$ cat src/rtl/psum_acc_spad.sv
// psum_acc_spad: partial-sum scratchpad with read, write, and pipelined
// saturating/wrapping accumulate, plus a one-entry-per-cycle clear sweep.
`default_nettype none

module psum_acc_spad #(
    parameter int DATA_W = 16,
    parameter int DEPTH  = 24,
    parameter int ADDR_W = 5,
    parameter int SAT    = 1
) (
    input  logic              clk,
    input  logic              rst_n,
    input  logic              op_valid,
    input  logic [1:0]        op,
    input  logic [ADDR_W-1:0] addr,
    input  logic [DATA_W-1:0] data_in,
    output logic              op_ready,
    output logic              rd_valid,
    output logic [DATA_W-1:0] data_out,
    input  logic              clr_start,
    output logic              clr_busy,
    output logic              err
);

    localparam logic [1:0] OP_NOP = 2'b00;
    localparam logic [1:0] OP_RD  = 2'b01;
    localparam logic [1:0] OP_WR  = 2'b10;
    localparam logic [1:0] OP_ACC = 2'b11;

    localparam logic [ADDR_W:0]   DEPTH_L = DEPTH[ADDR_W:0];
    localparam logic [ADDR_W-1:0] LAST    = DEPTH_L[ADDR_W-1:0] - 1'b1;

    typedef enum logic [0:0] {
        IDLE  = 1'b0,
        CLEAR = 1'b1
    } state_t;

    state_t            state;
    logic [ADDR_W-1:0] cnt;
    logic [DATA_W-1:0] mem [DEPTH];

    logic              s1_valid;
    logic [ADDR_W-1:0] s1_addr;
    logic [DATA_W-1:0] s1_old;
    logic [DATA_W-1:0] s1_data;

    logic              accept;
    logic              in_range;
    logic              hit;
    logic [DATA_W:0]   sum_ext;
    logic [DATA_W-1:0] s1_sum;
    logic [DATA_W-1:0] cur;

    assign op_ready = (state == IDLE) && !clr_start;
    assign clr_busy = (state == CLEAR);
    assign accept   = op_valid && op_ready;
    assign in_range = ({1'b0, addr} < DEPTH_L);
    assign hit      = s1_valid && (s1_addr == addr);

    // One extra bit catches signed overflow: the top two bits disagree.
    always_comb begin
        sum_ext = {s1_old[DATA_W-1], s1_old} + {s1_data[DATA_W-1], s1_data};
        s1_sum  = sum_ext[DATA_W-1:0];
        if ((SAT != 0) && (sum_ext[DATA_W] != sum_ext[DATA_W-1])) begin
            s1_sum = sum_ext[DATA_W] ? {1'b1, {(DATA_W-1){1'b0}}}
                                     : {1'b0, {(DATA_W-1){1'b1}}};
        end
    end

    // The in-flight sum shadows memory for the same address.
    always_comb begin
        cur = '0;
        if (in_range) begin
            cur = hit ? s1_sum : mem[addr];
        end
    end

    always_ff @(posedge clk or negedge rst_n) begin
        if (!rst_n) begin
            state    <= IDLE;
            cnt      <= '0;
            s1_valid <= 1'b0;
            s1_addr  <= '0;
            s1_old   <= '0;
            s1_data  <= '0;
            rd_valid <= 1'b0;
            data_out <= '0;
            err      <= 1'b0;
        end else begin
            rd_valid <= 1'b0;
            err      <= 1'b0;
            s1_valid <= 1'b0;
            case (state)
                IDLE: begin
                    if (clr_start) begin
                        state <= CLEAR;
                        cnt   <= '0;
                    end else if (accept) begin
                        if (op != OP_NOP) begin
                            err <= !in_range;
                        end
                        if (op == OP_RD) begin
                            rd_valid <= 1'b1;
                            data_out <= cur;
                        end
                        if ((op == OP_ACC) && in_range) begin
                            s1_valid <= 1'b1;
                            s1_addr  <= addr;
                            s1_old   <= cur;
                            s1_data  <= data_in;
                        end
                    end
                end
                CLEAR: begin
                    cnt <= cnt + 1'b1;
                    if (cnt == LAST) begin
                        state <= IDLE;
                    end
                end
                default: state <= IDLE;
            endcase
        end
    end

    // Memory is not reset; writes are gated while reset is held so an
    // aborted sweep or discarded accumulate leaves contents untouched.
    // A same-edge write is placed after the S1 retire so the write wins.
    always_ff @(posedge clk) begin
        if (rst_n) begin
            if (s1_valid) begin
                mem[s1_addr] <= s1_sum;
            end
            if (state == CLEAR) begin
                mem[cnt] <= '0;
            end else if (accept && (op == OP_WR) && in_range) begin
                mem[addr] <= data_in;
            end
        end
    end

endmodule

`default_nettype wire
$ cat config.mk
export PLATFORM = sky130hd
export DESIGN_NAME = psum_acc_spad
export DESIGN_NICKNAME = d
export VERILOG_FILES = /design/src/rtl/psum_acc_spad.sv
export SDC_FILE = /design/constraint.sdc
export NUM_CORES = 1
export LEC_CHECK = 0
export CAP_MARGIN = 20
export CORE_MARGIN = 2
export CORE_UTILIZATION = 25
export DETAILED_ROUTE_END_ITERATION = 8
export PLACE_DENSITY = 0.36
export SLEW_MARGIN = 5
export SYNTH_ARGS = -nofsm -noshare
export SYNTH_HDL_FRONTEND = slang
export SYNTH_SLANG_ARGS = --single-unit
$ cat constraint.sdc
create_clock -name clk -period 4.8 [get_ports clk]
set_input_delay 1.44 -clock clk [delete_from_list [all_inputs] [get_ports clk]]
set_output_delay 1.44 -clock clk [all_outputs]
set_load 0.01 [all_outputs]
==> results of run 1 <==
-- cell families (layout without fill, tap and decap cells) --
| logic type | after synthesis | count (layout) | share of synthesized area [%] |
|---|---|---|---|
| flip-flops | 446 | 446 | 57.1 |
| AND/OR/NAND/NOR | 573 | 573 | 10.2 |
| XOR/XNOR | 17 | 17 | 0.650 |
| AO/OA/AOI/OAI | 499 | 499 | 12.2 |
| multiplexers | 202 | 202 | 14.3 |
| buffers and inverters | 208 | 268 | 3.97 |
| adder cells (fa/ha/maj) | 29 | 29 | 1.55 |
-- layer usage --
| layer | vias up | global-route usage [%] |
|---|---|---|
| met4 | 0 | 3.55 |
| met3 | 85 | 2.62 |
| li1 | 7314 | - |
| met5 | - | 0 |
| met2 | 397 | 27.1 |
| met1 | 7837 | 22.9 |
-- metrics by stage --
step | util [%] | hold slack (ns) | area, um2 | std cells
4_1_cts | 29.4 | 0.487 | 26800 | 3217
5_1_grt | 29.4 | 0.511 | 26800 | 3220
6_report | 29.4 | 0.478 | 26800 | 3220
3_3_place_gp | 27.5 | 0.465 | 25100 | 3115
2_1_floorplan | - | 0.450 | 22900 | 1974
3_5_place_dp | 27.5 | 0.474 | 25100 | 3118
-- state kept, by name, indices dropped and copies added (netlist names) --
register  flops
mem         384
err           1
clr_busy      1
s1_data      16
data_out     16
s1_old       16
cnt           5
rd_valid      1
s1_valid      1
s1_addr       5
-- power by group --
part	internal, mW	total (mW)	switching, mW
Sequential	5.53	5.75	0.212
Clock	2.30	4.04	1.74
Combinational	1.82	5.22	3.40
-- worst reg2reg max path, cell delays in order, from the launching register on --
cell	delay, ns
sky130_fd_sc_hd__dfrtp_1	0.39
sky130_fd_sc_hd__ha_1	0.25
sky130_fd_sc_hd__fa_1	0.45
sky130_fd_sc_hd__a211oi_2	0.25
sky130_fd_sc_hd__o21a_1	0.26
sky130_fd_sc_hd__a21oi_1	0.21
sky130_fd_sc_hd__o31a_1	0.61
sky130_fd_sc_hd__maj3_2	0.69
sky130_fd_sc_hd__a22oi_1	0.61
sky130_fd_sc_hd__o21ai_0	0.20
-- final timing paths --
path,startpoint,to,slack [ns],depth (start not counted)
worst min-delay path,data_out[15],data_out[15],0.48,2
worst max register to register,s1_old[0],s1_old[2],0.74,9
min in group asynchronous,rst_n,s1_addr[1],0.67,1
max in group asynchronous,rst_n,rd_valid,3.48,2
worst max-delay path,clr_start,mem[19][15],0.64,7
worst min register to register,data_out[15],data_out[15],0.48,2
-- area by class of cell --
type | instances | area, um2
fill | 9191 | 64400
sequential | 446 | 13100
multi-input combinational | 1320 | 9030
clock buffer | 78 | 1560
timing repair buffer | 161 | 1500
tap | 1186 | 1480
clock inverter | 21 | 159
inverter | 8 | 30.0
-- cell usage in the layout, fill, tap and decap left out, drive strengths merged, types with 6 or more instances in the layout --
| master | n |
|---|---|
| nand2 | 463 |
| edfxtp | 384 |
| o21ai | 364 |
| buf | 120 |
| mux4 | 98 |
| mux2i | 85 |
| clkbuf | 78 |
| dfrtp | 62 |
| a21oi | 45 |
| clkdlybuf4s50 | 41 |
| nor2 | 37 |
| clkinv | 20 |
| mux2 | 19 |
| ha | 17 |
| and2 | 16 |
| a22o | 15 |
| a22oi | 12 |
| nand3 | 11 |
| a21o | 11 |
| maj3 | 11 |
| xnor2 | 10 |
| nor3 | 9 |
| o31ai | 9 |
| inv | 8 |
| xor2 | 7 |
| o211ai | 6 |
==> reports/qor.log, run 1 <==
qor: logic_synthesis.synthDominantCellAreaShare 50.3%
qor: logic_synthesis.cells_after_synth 1,974
qor: die.chipWidth 307 um
qor: die.coreArea 91,200 um2
qor: power.design_power_total 15.0 mW
qor: detailed_routing.finalWirelength 77,500 um
qor: cts.cts_setup_buffers 0
qor: setup_path.cp_max_fo 16
qor: sta.min_period_over_period 86.6%
qor: cts.postCtsHoldBufs 0
qor: cts.cts_buffer_depth 3
qor: detailed_routing.drcViolationCount 0
qor: sta.fin_tns_setup 0 ns
qor: global_route.first_global_vias 15,728
qor: logic_synthesis.synthDominantAreaCellType sky130_fd_sc_hd__edfxtp_1
qor: cts.cts-resized-gates 0
qor: sta.fin_skew 0.0227 ns
qor: final_layout.syn_to_final_growth 17.1%
qor: logic_synthesis.edff_count_synth 384
qor: logic_synthesis.postSynthRegisterBits 446
qor: power.power.density 559 nW/um2
qor: setup_path.critical-path-top-delay-family simple AND/OR/NAND/NOR gates
qor: final_layout.n_antenna_cell 0
qor: die.die_h 307 um
qor: power.power_leakage 9.71 nW
qor: setup_path.cpMostUsedCell sky130_fd_sc_hd__nand2_1
qor: logic_synthesis.synth_common_cells sky130_fd_sc_hd__nand2_1 (463), sky130_fd_sc_hd__edfxtp_1 (384), sky130_fd_sc_hd__o21ai_0 (362), sky130_fd_sc_hd__clkbuf_1 (115), sky130_fd_sc_hd__mux4_2 (98)
qor: logic_synthesis.synth_seq_area_share 57.1%
qor: logic_synthesis.ys_dominant_reg_cell sky130_fd_sc_hd__edfxtp_1
qor: cts.cts.reportedPaths.clkPinSlew 0.05 ns
qor: placed_design.place.gp.congestion 0.780
qor: cts.cts_buffers 55
qor: sta.max_clock_freq 241 MHz
qor: logic_synthesis.largest_cells_by_area_after_synthesis sky130_fd_sc_hd__edfxtp_1 (50%), sky130_fd_sc_hd__mux4_2 (9.6%), sky130_fd_sc_hd__o21ai_0 (7.9%)
qor: global_route.number_of_antenna_violations_at_the_first_check_in_global_routing 2
qor: sta.postLayoutSetupSlackWorst 0.644 ns
qor: die.die_area 94,100 um2
qor: sta.measured_slew_at_the_worst_slew_check_pin 1.08 ns
qor: min_path.worst_hold_path_type reg -> reg
qor: die.floorplan.initialDensity 25.1%
qor: run.maxCapViolCount 0
qor: detailed_routing.topRoutingLayerUsed met4
qor: detailed_routing.met1_length 35,400 um
qor: setup_path.worstPathCellList clkdlybuf4s50_1 -> nor2_4 -> nand2_1 -> or4_1 -> o32ai_4 -> nand2_1 -> o21ai_2
qor: die.boundaryPins 47
qor: final_layout.drive_gt1_share 17.8%
qor: sta.timing_max_transition_violations_final 0
qor: detailed_routing.drt-initial-drc-count 1,282
qor: sta.final-hold-violation-count 0
qor: setup_path.timing.critical_path.slowest_cell_delay 0.70 ns
qor: placed_design.place.detailed.hpwl 51,400 um
qor: logic_synthesis.synth_fp_nets 2,019
qor: global_route.grt_pass1_wl 114,000 um
qor: logic_synthesis.synthDistinctLibCells 67
qor: die.std_cell_rows 111
qor: cts.cts-root-buf sky130_fd_sc_hd__clkbuf_16
qor: logic_synthesis.syn_avg_cell_area 11.6 um2
qor: detailed_routing.postRouteAntennaNets 0
qor: setup_path.critPathRequiredTime 5.03 ns
qor: global_route.globalRouteTotalUtil 16.5%
qor: setup_path.worst_path_max_delay_cell sky130_fd_sc_hd__or4_1
qor: logic_synthesis.yosys.cell_count.top_type sky130_fd_sc_hd__nand2_1
qor: final_layout.fin_nets 2,037
qor: sta.setup_violations 0
qor: cts.clk-insertion-delay-late 0.62 ns
qor: power.maximum_vdd_ir_drop 0.000286 V
qor: cts.clock_tree_from_tritoncts built
qor: detailed_routing.wire_per_inst 24.1 um
qor: status.run_status completed
qor: sta.final_period_minus_worst_setup_slack 4.16 ns
qor: detailed_routing.routed_length_on_met3 4000 um
qor: logic_synthesis.netlist_area 22,900 um2
qor: setup_path.critPathArrivalTime 4.39 ns
qor: sta.maxSlewHeadroom 27.8%
qor: global_route.pin_count_of_the_biggest_net_entering_global_routing 36
qor: detailed_routing.first_drt_pass_iteration_count 5
qor: detailed_routing.total_number_of_vias 15,633
qor: sta.grt_setup_unrepaired false
qor: placed_design.pre_cts_slack 0.0367 ns
qor: global_route.gr-total-overflow 0
qor: cts.cts_sinks 446
qor: setup_path.setup.worst_path.start_class input port
qor: detailed_routing.wl_met2 36,700 um
qor: placed_design.io_buffers 46
qor: detailed_routing.drt-vias-per-instance 4.85
qor: logic_synthesis.synth-warning-count 0
qor: cts.htree_depth 2
qor: setup_path.crit_type in -> reg
qor: logic_synthesis.synth_async_sr_flop_share 13.9%
qor: setup_path.crit_path_end_kind flip-flop
qor: setup_path.cp_num_buf_inv 1
Power figures use the tool's default switching activity.
==> run 2: changes to the inputs <==
ABC_AREA = 1   (was unset)
CAP_MARGIN = unset   (was 20)
CORE_ASPECT_RATIO = 0.75   (was unset)
==> run 2 against run 1 <==
Compared with the run above:
- synthesized area up 4.3%
- critical path depth down 4
- first-iteration DRC count up 64%
- die area up 4.3%
- worst hold slack better by 0.0057 ns
- maximum frequency up 1.5%
- final cell count up 24%
- largest cell class unchanged
- utilization down 0.59 points
- critical endpoint is now op_ready
==> reports/qor.log, run 2 <==
qor: cts.htree_depth 2 [unchanged]
qor: logic_synthesis.synth_common_cells sky130_fd_sc_hd__nand2_1 (948), sky130_fd_sc_hd__edfxtp_1 (384), sky130_fd_sc_hd__nand3_1 (263), sky130_fd_sc_hd__o21ai_1 (194), sky130_fd_sc_hd__o21ai_0 (178)
qor: detailed_routing.wire_per_inst 24.4 um [+1.4%]
qor: setup_path.critPathArrivalTime 2.65 ns [-1.74 ns]
qor: detailed_routing.total_number_of_vias 19,897 [+27%]
qor: logic_synthesis.synthDistinctLibCells 42 [-37%]
qor: detailed_routing.finalWirelength 97,800 um [+26%]
qor: power.power_leakage 10.8 nW [+11%]
qor: die.chipWidth 361 um [+18%]
qor: sta.maxSlewHeadroom 18.0% [-9.8 points]
qor: status.run_status completed
qor: min_path.worst_hold_path_type reg -> reg
qor: final_layout.drive_gt1_share 9.80% [-8.0 points]
qor: final_layout.syn_to_final_growth 14.6%
qor: logic_synthesis.synthDominantCellAreaShare 48.2% [-2.1 points]
qor: final_layout.fillerInstances 10,025 [+9.1%]
qor: die.std_cell_rows 98 [-12%]
qor: logic_synthesis.cells_after_synth 2,751 [+39%]
qor: logic_synthesis.synth_async_sr_flop_share 13.9% [unchanged]
qor: power.power.density 613 nW/um2 [+9.7%]
qor: global_route.globalRouteTotalUtil 19.8% [+3.3 points]
qor: placed_design.place.gp.congestion 0.824 [+5.6%]
qor: detailed_routing.postRouteAntennaNets 0 [unchanged]
qor: sta.grt_setup_unrepaired false
qor: power.maximum_vdd_ir_drop 0.000290 V [+1.5%]
qor: logic_synthesis.synth-warning-count 0 [unchanged]
qor: setup_path.timing.rr.end mem[15][14]
qor: min_path.min_to clr_busy
qor: placed_design.place.detailed.hpwl 60,700 um [+18%]
qor: sta.setup_violations 0 [unchanged]
qor: setup_path.cp_max_fo 5 [-11]
qor: cts.cts.reportedPaths.clkPinSlew 0.06 ns [about the same]
qor: sta.timing_max_transition_violations_final 0 [unchanged]
qor: sta.min_period_over_period 85.3% [-1.3 points]
qor: cts.clk-insertion-delay-late 0.63 ns [about the same]
qor: logic_synthesis.yosys.cell_count.top_type sky130_fd_sc_hd__nand2_1
qor: global_route.gr-total-overflow 0 [unchanged]
qor: setup_path.setup.worst_path.start_class input port
qor: cts.cts_setup_buffers 0 [unchanged]
qor: detailed_routing.drt-initial-drc-count 2,106 [+64%]
qor: sta.measured_slew_at_the_worst_slew_check_pin 1.23 ns [+0.147 ns]
qor: die.coreArea 95,000 um2 [+4.1%]
qor: die.die_area 98,100 um2 [+4.3%]
qor: logic_synthesis.edff_count_synth 384 [unchanged]
qor: setup_path.crit_type in -> out
qor: sta.fin_tns_setup 0 ns [unchanged]
qor: global_route.first_global_vias 18,857 [+20%]
qor: die.boundaryPins 47 [unchanged]
qor: logic_synthesis.netlist_area 23,900 um2 [+4.3%]
qor: power.comb_power_share 40.7% [+5.9 points]
qor: sta.final-hold-violation-count 0 [unchanged]
qor: global_route.pin_count_of_the_biggest_net_entering_global_routing 105 [+190%]
qor: final_layout.largest-register mem
qor: power.p_seq_share 35.4% [-2.9 points]
qor: global_route.grt_pass1_wl 141,000 um [+24%]
qor: power.design_power_total 16.8 mW [+12%]
qor: global_route.number_of_antenna_violations_at_the_first_check_in_global_routing 1 [-1]
qor: setup_path.reg2reg_from s1_data[0]
qor: power.power_frac_clock 24.0% [-2.9 points]
qor: detailed_routing.first_drt_pass_iteration_count 6 [+1]
qor: die.floorplan.initialDensity 25.2% [+0.043 points]
qor: power.swShare 39.8% [+4.2 points]
qor: final_layout.largest_register_ffs 384 [unchanged]
qor: cts.cts_sinks 446 [unchanged]
qor: cts.clock_tree_from_tritoncts built
qor: setup_path.critPathRequiredTime 3.36 ns [-1.67 ns]
qor: setup_path.ff2ff_setup_slack 1.11 ns [+0.37 ns]
qor: sta.max_clock_freq 244 MHz [+1.5%]
qor: sta.final_period_minus_worst_setup_slack 4.09 ns [-0.0613 ns]
qor: logic_synthesis.ys_dominant_reg_cell sky130_fd_sc_hd__edfxtp_1
qor: cts.cts_buffer_depth 3 [unchanged]
qor: power.intPower 10.1 mW [+4.7%]
qor: setup_path.worst_r2r_path_depth 16 [+7]
qor: detailed_routing.drcViolationCount 0 [unchanged]
qor: min_path.worstHoldStart cnt[4]
qor: cts.cts-root-buf sky130_fd_sc_hd__clkbuf_16
qor: final_layout.final_common_cell sky130_fd_sc_hd__nand2_1
qor: power.switchingPower 6.68 mW [+25%]
qor: final_layout.fin_nets 2,761 [+36%]
qor: logic_synthesis.postSynthRegisterBits 446 [unchanged]
qor: cts.postCtsHoldBufs 0 [unchanged]
qor: sta.fin_skew 0.0218 ns [-0.000859 ns]
qor: detailed_routing.drt-vias-per-instance 4.97 [+2.4%]
qor: setup_path.crit_path_end_kind primary output
qor: final_layout.n_antenna_cell 0 [unchanged]
qor: cts.cts_buffers 51 [-7.3%]
qor: die.die_h 272 um [-11%]
qor: final_layout.commonest_cells_after_routing_fill_and_taps_aside sky130_fd_sc_hd__nand2_1 (947), sky130_fd_sc_hd__edfxtp_1 (384), sky130_fd_sc_hd__nand3_1 (263), sky130_fd_sc_hd__o21ai_1 (196), sky130_fd_sc_hd__o21ai_0 (154)
qor: cts.cts-resized-gates 0 [unchanged]
qor: logic_synthesis.synth_seq_area_share 54.7% [-2.4 points]
qor: placed_design.io_buffers 46 [unchanged]
qor: logic_synthesis.synthDominantAreaCellType sky130_fd_sc_hd__edfxtp_1
qor: logic_synthesis.synth_fp_nets 2,796 [+38%]
qor: run.maxCapViolCount 0 [unchanged]
qor: min_path.whs_path_depth 1 [-1]
qor: logic_synthesis.syn_avg_cell_area 8.69 um2 [-25%]
qor: logic_synthesis.largest_cells_by_area_after_synthesis sky130_fd_sc_hd__edfxtp_1 (48%), sky130_fd_sc_hd__nand2_1 (15%), sky130_fd_sc_hd__dfrtp_1 (6.5%)
run 2: cell types whose count changed in the layout (fill, tap and decap cells not counted), sizes merged, moves of 15 or more:
cell / change
mux4: -98
a21oi: +68
nor2: +69
nand2: +518
inv: +59
nand3: +253
mux2: -19
clkbuf: -15
mux2i: -85
and2: -15
a31oi: +71
run 2: worst max-delay path by stage:
stage,from,end,slack [ns]
after floorplan,addr[3],mem[4][0],0.94
after global placement,op[1],mem[20][1],0.43
after detailed placement,op[0],mem[20][1],0.43
after CTS,clr_start,op_ready,0.69
after global routing,clr_start,op_ready,0.64
final,clr_start,op_ready,0.71
run 2: power groups by stage:
stage	registers (mW)	clock network, mW	logic, mW
after floorplan	5.95	0	4.41
after global placement	6.01	0	6.68
after detailed placement	6.01	0	6.85
after CTS	5.94	4.13	6.86
after global routing	5.98	4.26	7.72
final	5.94	4.03	6.83
run 2: area by class of cell:
class | count | area, um2 | share of cell area, %
repair buffers | 155 | 1370 | 5.00
clock buffers | 63 | 1410 | 5.13
well taps | 1250 | 1560 | 5.71
multi-input cells | 1995 | 9470 | 34.6
flip-flops and latches | 446 | 13100 | 47.8
clock inverters | 28 | 240 | 0.877
inverters | 67 | 264 | 0.964
run 2: worst max-delay path, stage by stage:
cell and delay (ns):
sky130_fd_sc_hd__clkdlybuf4s50_1 0.46, sky130_fd_sc_hd__nor2_4 0.18, sky130_fd_sc_hd__clkdlybuf4s50_1 0.58
run 2: metal layers:
metal | global-route usage, % | part of all wire [%]
met1 | 30.3 | 50
met3 | 3.83 | 7.0
met2 | 28.7 | 42
met5 | 0 | 0
met4 | 3.56 | 1.4
run 2: cell families after synthesis:
kind of cell | share of synthesized area (%)
AO/OA/AOI/OAI | 13.6
buffers and inverters | 6.07
flip-flops | 54.7
AND/OR/NAND/NOR | 24.2
adder cells (fa/ha/maj) | 0.974
XOR/XNOR | 0.403
run 2: stage by stage:
| stage | cell area (um2) | utilization (%) | hold slack [ns] | cells | setup slack [ns] |
|---|---|---|---|---|---|
| 6_report | 27400 | 28.8 | 0.484 | 4004 | 0.706 |
| 5_1_grt | 27400 | 28.8 | 0.501 | 4004 | 0.639 |
| 4_1_cts | 27400 | 28.8 | 0.489 | 4004 | 0.694 |
| 3_5_place_dp | 25700 | 27.1 | 0.474 | 3913 | 0.425 |
| 3_3_place_gp | 25700 | 27.1 | 0.468 | 3913 | 0.433 |
| 2_1_floorplan | 23900 | - | 0.444 | 2751 | 0.944 |
